## src/rtl/ps2_kbd_rx_fifo.sv

```systemverilog
`timescale 1ns/1ps
`default_nettype none
// ============================================================================
// Module   : ps2_kbd_rx_fifo
// Brief    : PS/2 keyboard receiver with glitch filter, frame checker,
//            E0/F0 prefix decoder and an event FIFO.
// Revision : 1.0 - initial release
// ============================================================================
module ps2_kbd_rx_fifo #(
  parameter int FILTER_LEN  = 4,
  parameter int TIMEOUT_CYC = 50000,
  parameter int FIFO_DEPTH  = 8
) (
  input  logic                          clk,
  input  logic                          rst,
  input  logic                          ps2_clk,
  input  logic                          ps2_dat,
  output logic [7:0]                    ev_code,
  output logic                          ev_break,
  output logic                          ev_ext,
  output logic                          ev_valid,
  input  logic                          ev_ready,
  output logic                          frame_err,
  output logic                          overflow,
  output logic [$clog2(FIFO_DEPTH):0]   fifo_count
);

  localparam int c_aw  = $clog2(FIFO_DEPTH);
  localparam int c_fcw = $clog2(FILTER_LEN + 1);
  localparam int c_tcw = $clog2(TIMEOUT_CYC + 1);

  localparam logic [c_fcw-1:0] c_filt_last = c_fcw'(FILTER_LEN - 1);
  localparam logic [c_tcw-1:0] c_to_last   = c_tcw'(TIMEOUT_CYC - 1);
  localparam logic [c_aw:0]    c_depth     = (c_aw + 1)'(FIFO_DEPTH);

  localparam logic [7:0] c_pfx_ext = 8'hE0;
  localparam logic [7:0] c_pfx_brk = 8'hF0;

  typedef enum logic [1:0] {
    S_IDLE   = 2'd0,
    S_DATA   = 2'd1,
    S_PARITY = 2'd2,
    S_STOP   = 2'd3
  } state_t;

  // --------------------------------------------------------------------------
  // Synchronizers (idle-high lines reset to 1)
  // --------------------------------------------------------------------------
  logic [1:0] clk_sync_q;
  logic [1:0] dat_sync_q;
  logic       w_clk_s;
  logic       w_dat_s;

  always_ff @(posedge clk) begin
    if (rst) begin
      clk_sync_q <= 2'b11;
      dat_sync_q <= 2'b11;
    end else begin
      clk_sync_q <= {clk_sync_q[0], ps2_clk};
      dat_sync_q <= {dat_sync_q[0], ps2_dat};
    end
  end

  assign w_clk_s = clk_sync_q[1];
  assign w_dat_s = dat_sync_q[1];

  // --------------------------------------------------------------------------
  // Clock filter: filt_cnt_q counts consecutive samples that disagree with
  // the filtered level; the FILTER_LEN-th one flips the level.
  // --------------------------------------------------------------------------
  logic             filt_q;
  logic             filt_d;
  logic [c_fcw-1:0] filt_cnt_q;
  logic [c_fcw-1:0] filt_cnt_d;
  logic             w_strobe;

  always_comb begin
    filt_d     = filt_q;
    filt_cnt_d = '0;
    w_strobe   = 1'b0;
    if (w_clk_s != filt_q) begin
      if (filt_cnt_q == c_filt_last) begin
        filt_d   = w_clk_s;
        w_strobe = filt_q;
      end else begin
        filt_cnt_d = filt_cnt_q + 1'b1;
      end
    end
  end

  always_ff @(posedge clk) begin
    if (rst) begin
      filt_q     <= 1'b1;
      filt_cnt_q <= '0;
    end else begin
      filt_q     <= filt_d;
      filt_cnt_q <= filt_cnt_d;
    end
  end

  // --------------------------------------------------------------------------
  // Frame FSM
  // --------------------------------------------------------------------------
  state_t           state_q;
  state_t           state_d;
  logic [2:0]       bit_cnt_q;
  logic [2:0]       bit_cnt_d;
  logic [7:0]       shift_q;
  logic [7:0]       shift_d;
  logic             par_q;
  logic             par_d;
  logic [c_tcw-1:0] to_cnt_q;
  logic [c_tcw-1:0] to_cnt_d;
  logic             w_good;
  logic             w_err;

  always_comb begin
    state_d   = state_q;
    bit_cnt_d = bit_cnt_q;
    shift_d   = shift_q;
    par_d     = par_q;
    to_cnt_d  = '0;
    w_good    = 1'b0;
    w_err     = 1'b0;

    if (state_q != S_IDLE && !w_strobe) begin
      to_cnt_d = to_cnt_q + 1'b1;
    end

    case (state_q)
      S_IDLE: begin
        if (w_strobe && !w_dat_s) begin
          state_d   = S_DATA;
          bit_cnt_d = '0;
        end
      end
      S_DATA: begin
        if (w_strobe) begin
          shift_d   = {w_dat_s, shift_q[7:1]};
          bit_cnt_d = bit_cnt_q + 1'b1;
          if (bit_cnt_q == 3'd7) begin
            state_d = S_PARITY;
          end
        end
      end
      S_PARITY: begin
        if (w_strobe) begin
          par_d   = w_dat_s;
          state_d = S_STOP;
        end
      end
      S_STOP: begin
        if (w_strobe) begin
          state_d = S_IDLE;
          if ((^shift_q ^ par_q) && w_dat_s) begin
            w_good = 1'b1;
          end else begin
            w_err = 1'b1;
          end
        end
      end
      default: state_d = S_IDLE;
    endcase

    // The line stalled mid-frame: give up on the partial byte.
    if (state_q != S_IDLE && !w_strobe && to_cnt_q == c_to_last) begin
      state_d  = S_IDLE;
      w_err    = 1'b1;
      to_cnt_d = '0;
    end
  end

  always_ff @(posedge clk) begin
    if (rst) begin
      state_q   <= S_IDLE;
      bit_cnt_q <= '0;
      shift_q   <= '0;
      par_q     <= 1'b0;
      to_cnt_q  <= '0;
    end else begin
      state_q   <= state_d;
      bit_cnt_q <= bit_cnt_d;
      shift_q   <= shift_d;
      par_q     <= par_d;
      to_cnt_q  <= to_cnt_d;
    end
  end

  // --------------------------------------------------------------------------
  // Byte hand-off and prefix decode
  // --------------------------------------------------------------------------
  logic       byte_vld_q;
  logic [7:0] byte_q;
  logic       frame_err_q;
  logic       ext_q;
  logic       ext_d;
  logic       brk_q;
  logic       brk_d;
  logic       w_push;
  logic [9:0] w_push_data;

  always_comb begin
    ext_d       = ext_q;
    brk_d       = brk_q;
    w_push      = 1'b0;
    w_push_data = {ext_q, brk_q, byte_q};
    if (byte_vld_q) begin
      if (byte_q == c_pfx_ext) begin
        ext_d = 1'b1;
      end else if (byte_q == c_pfx_brk) begin
        brk_d = 1'b1;
      end else begin
        w_push = 1'b1;
        ext_d  = 1'b0;
        brk_d  = 1'b0;
      end
    end
    if (w_err) begin
      ext_d = 1'b0;
      brk_d = 1'b0;
    end
  end

  always_ff @(posedge clk) begin
    if (rst) begin
      byte_vld_q  <= 1'b0;
      byte_q      <= '0;
      frame_err_q <= 1'b0;
      ext_q       <= 1'b0;
      brk_q       <= 1'b0;
    end else begin
      byte_vld_q  <= w_good;
      byte_q      <= shift_q;
      frame_err_q <= w_err;
      ext_q       <= ext_d;
      brk_q       <= brk_d;
    end
  end

  // --------------------------------------------------------------------------
  // Event FIFO
  // --------------------------------------------------------------------------
  logic [9:0]      mem_q [FIFO_DEPTH];
  logic [c_aw-1:0] wr_ptr_q;
  logic [c_aw-1:0] rd_ptr_q;
  logic [c_aw:0]   count_q;
  logic            ovf_q;
  logic            w_full;
  logic            w_pop;
  logic            w_wr;

  assign w_full = (count_q == c_depth);
  assign w_pop  = ev_valid && ev_ready;
  // When full, a same-cycle pop frees the slot the write lands in.
  assign w_wr   = w_push && (!w_full || w_pop);

  always_ff @(posedge clk) begin
    if (rst) begin
      wr_ptr_q <= '0;
      rd_ptr_q <= '0;
      count_q  <= '0;
      ovf_q    <= 1'b0;
    end else begin
      if (w_wr) begin
        wr_ptr_q <= wr_ptr_q + 1'b1;
      end
      if (w_pop) begin
        rd_ptr_q <= rd_ptr_q + 1'b1;
      end
      case ({w_wr, w_pop})
        2'b10:   count_q <= count_q + 1'b1;
        2'b01:   count_q <= count_q - 1'b1;
        default: count_q <= count_q;
      endcase
      if (w_push && !w_wr) begin
        ovf_q <= 1'b1;
      end
    end
  end

  always_ff @(posedge clk) begin
    if (w_wr) begin
      mem_q[wr_ptr_q] <= w_push_data;
    end
  end

  assign ev_valid   = (count_q != '0);
  assign {ev_ext, ev_break, ev_code} = ev_valid ? mem_q[rd_ptr_q] : 10'd0;
  assign fifo_count = count_q;
  assign overflow   = ovf_q;
  assign frame_err  = frame_err_q;

endmodule
`default_nettype wire

```

## config.mk

```make
export PLATFORM = sky130hd
export DESIGN_NAME = ps2_kbd_rx_fifo
export DESIGN_NICKNAME = d
export VERILOG_FILES = /design/src/rtl/ps2_kbd_rx_fifo.sv
export SDC_FILE = /design/constraint.sdc
export NUM_CORES = 1
export LEC_CHECK = 0
export CAP_MARGIN = 10
export CORE_MARGIN = 8
export CORE_UTILIZATION = 45
export DETAILED_ROUTE_END_ITERATION = 12
export HOLD_SLACK_MARGIN = 0.05
export PLACE_DENSITY_LB_ADDON = 0.2
export SYNTH_ARGS = -nofsm -noshare
export SYNTH_HDL_FRONTEND = slang
export SYNTH_SLANG_ARGS = --single-unit
```

## constraint.sdc

```tcl
create_clock -name clk -period 3.2 [get_ports clk]
set_input_delay 0.64 -clock clk [delete_from_list [all_inputs] [get_ports clk]]
set_output_delay 0.64 -clock clk [all_outputs]
set_load 0.1 [all_outputs]
```

==> impl_metrics.yaml <==
pwr:
  p_leak_nw: 2.41
  power.switching_mw: 1.79
  seq_power_share_pct: 36.6
  power_frac_clock_pct: 34.9
  intPower_mw: 3.70
  swShare_pct: 32.6
  vdd_drop_max_mv: 0.364
  p_comb_share_pct: 28.6
  power_density_mw_per_mm2: 791
sta:
  hold_viol_final: 0
  skew_ps: 8.09
  rsz0062_at_grt: "false"
  fin_crit_ps: 2770
  maxSlewViolCount: 0
  worst_pin_slew_ps: 660
  max_slew_margin_pct: 55.9
  finalWorstSetupSlack_ps: 433
  fin_crit_sh_pct: 86.5
  hold_slack_ps: 418
  setup_viol: 0
  max_freq_mhz: 361
grt:
  grt_pass1_wl_um: 17900
  overflow: 0
  busiest_layer: "met2"
  grt_max_degree: 42
  grtUsageMet3_pct: 3.43
  grt_pass1_vias: 3503
  track_usage_pct: 14.1
  grt_util_met2_pct: 23.7
  met1_usage_pct: 16.7
  antenna_found_initial: 0
detailed_routing:
  wl_um: 10700
  viasPerCell: 5.07
  via_count: 3328
  drt.antenna.violating_nets: 0
  drc: 0
  drt-initial-drc-count: 175
  dr.pass1.iters: 5
  detail_route.wl_per_cell_um: 16.4
cells_and_area:
  fin_cells: 656
  nNetsFinal: 490
  multi_input_area_mm2: 0.00202
  area_growth_pct: 19.1
  antenna_cells: 0
  fin_util_pct: 55.0
  regArea_mm2: 0.00369
  drive_gt1_share_pct: 18.8
  nFillCells: 1076
critical_path:
  crit_fanout: 20
  cp-end-kind: "primary output"
  critical_path_required_ps: 2560
  cp-start-kind: "flop"
  path_class: "reg -> out"
  cp.arrival_ps: 2130
  r2r-start: "fifo_count[0]"
cts:
  tritoncts: "done"
  cts-resized-gates: 0
  postCtsSetupRepairBufs: 0
  hold_buffers: 0
  cts_max_path_buffers: 2
  root_buffer: "clkbuf_16"
  clk_latency_ps: 410
  numCtsBuffers: 17
  h-tree-depth: 4
  clk_pin_slew_ps: 60
  cts_sinks: 144
logic_synthesis:
  syn_area_per_cell_um2: 13.4
  synth_edf_count: 80
  post-synth-top-area-cell: "edfxtp_1"
  synth_ff_type: "edfxtp_1"
  netlist_area_mm2: 0.00583
  ys_seq_area_share_pct: 63.2
  async_reset_ff_share_pct: 0
  yosysWarnings: 0
  ys_ff_latch: 144
  synth_nets: 453
  synth_top_area_share_pct: 41.2
  synth_area_leaders: "edfxtp_1, dfxtp_1, mux4_2, nor2_1, mux2i_1"
  ys_types: 50
  netlist_instances: 434
floorplanning:
  die_w_um: 130
  io_pins: 22
  rows: 41
  die_area_mm2: 0.0168
  coreArea_mm2: 0.0126
  start_util_pct: 46.2
  fp.dieH_um: 130
placement:
  dp_cells: 624
  portBuffers: 21
  place_hpwl_um: 7190
  gp_congestion: 0.774
  pre_cts_ws_ps: 554
run:
  max-cap-violations: 0
hold_path:
  hp-class: "reg -> reg"
  hp-start: "dat_sync_q[0]"
run_status:
  status: "completed"
[power groups by stage]
stage / sequential, mW / clock (mW) / combinational [mW]
5_1_grt: 2.01 / 2.03 / 1.64
3_5_place_dp: 2.05 / 0 / 1.58
2_1_floorplan: 2.19 / 0 / 1.02
4_1_cts: 2.01 / 1.96 / 1.59
3_3_place_gp: 2.04 / 0 / 1.57
6_report: 2.01 / 1.91 / 1.57
[worst paths after layout]
check                                endpoint  slack, ps  cells after the start
worst max-delay path               ev_code[0]        430                      5
worst min-delay path            dat_sync_q[1]        420                      1
worst max register to register  fifo_count[3]        590                     12
worst min register to register  dat_sync_q[1]        420                      1
[synthesized netlist by cell type (3+ instances only)]
| cell type | n |
|---|---|
| mux2i_1 | 17 |
| clkbuf_1 | 8 |
| buf_2 | 4 |
| ha_1 | 13 |
| nand3_1 | 13 |
| xor2_1 | 13 |
| mux4_2 | 20 |
| edfxtp_1 | 80 |
| nor3_1 | 7 |
| xnor2_1 | 11 |
| nor2b_1 | 11 |
| nand2_1 | 33 |
| dfxtp_1 | 64 |
| or2_2 | 4 |
| nor4_1 | 4 |
| a21oi_1 | 18 |
| nor2_1 | 56 |
| inv_1 | 12 |
| nand2b_1 | 3 |
| nand4_1 | 4 |
[final cells by class]
| type | instances | area share (%) |
|---|---|---|
| sequential | 144 | 53.1 |
| multi-input combinational | 261 | 29.1 |
| clock buffer | 18 | 6.18 |
| timing repair buffer | 34 | 5.63 |
| tap | 172 | 3.10 |
| clock inverter | 14 | 2.13 |
| inverter | 13 | 0.703 |
[layout by cell type (no fill, tap or decap), types with 5 or more instances in the layout]
| cell | n |
|---|---|
| edfxtp_1 | 80 |
| dfxtp_1 | 61 |
| nor2_1 | 56 |
| nand2_1 | 33 |
| mux4_2 | 20 |
| buf_4 | 20 |
| a21oi_1 | 18 |
| mux2i_1 | 17 |
| clkbuf_16 | 17 |
| nand3_1 | 13 |
| xor2_1 | 13 |
| ha_1 | 13 |
| inv_1 | 12 |
| xnor2_1 | 11 |
| nor2b_1 | 11 |
| buf_12 | 10 |
| nor3_1 | 7 |
| clkinv_1 | 5 |
[critical path: stages (launching register included)]
cell and delay (ps):
dfxtp_1 310, buf_4 360, mux4_2 570, mux2i_1 180, nor2_1 100, buf_12 190
[per-stage QoR]
| step | total power, mW | TNS [ps] | cell area [µm²] |
|---|---|---|---|
| 6_report | 5.49 | 0 | 6940 |
| 5_1_grt | 5.68 | 0 | 6940 |
| 3_3_place_gp | 3.62 | 0 | 6360 |
| 2_1_floorplan | 3.21 | -242 | 5830 |
| 4_1_cts | 5.56 | 0 | 6940 |
| 3_5_place_dp | 3.63 | 0 | 6360 |
[layer usage]
metal | share of wire (%) | vias to the layer above
met4 | 1.8 | 0
met1 | 44 | 1615
met2 | 51 | 53
met5 | 0 | -
met3 | 3.5 | 14
li1 | - | 1646
[logic make-up after synthesis]
kind of cell             count (synthesis)  share of synthesized area (%)
XOR/XNOR                                26                           4.38
multiplexers                            38                           11.0
adder cells (fa/ha/maj)                 14                           3.14
AND/OR/NAND/NOR                        156                           13.2
buffers and inverters                   29                           2.21
flip-flops                             144                           63.2
AO/OA/AOI/OAI                           27                           2.83
[registers in the layout (all words and copies together) (netlist names), 2 cells and up, named ones only]
signal,cells
dat_sync_q,2
to_cnt_q,16
byte_q,8
filt_cnt_q,3
fifo_count,4
state_q,2
mem_q,80
wr_ptr_q,3
bit_cnt_q,3
rd_ptr_q,3
shift_q,8
clk_sync_q,2
No activity file was read; power rests on OpenSTA's default activity.
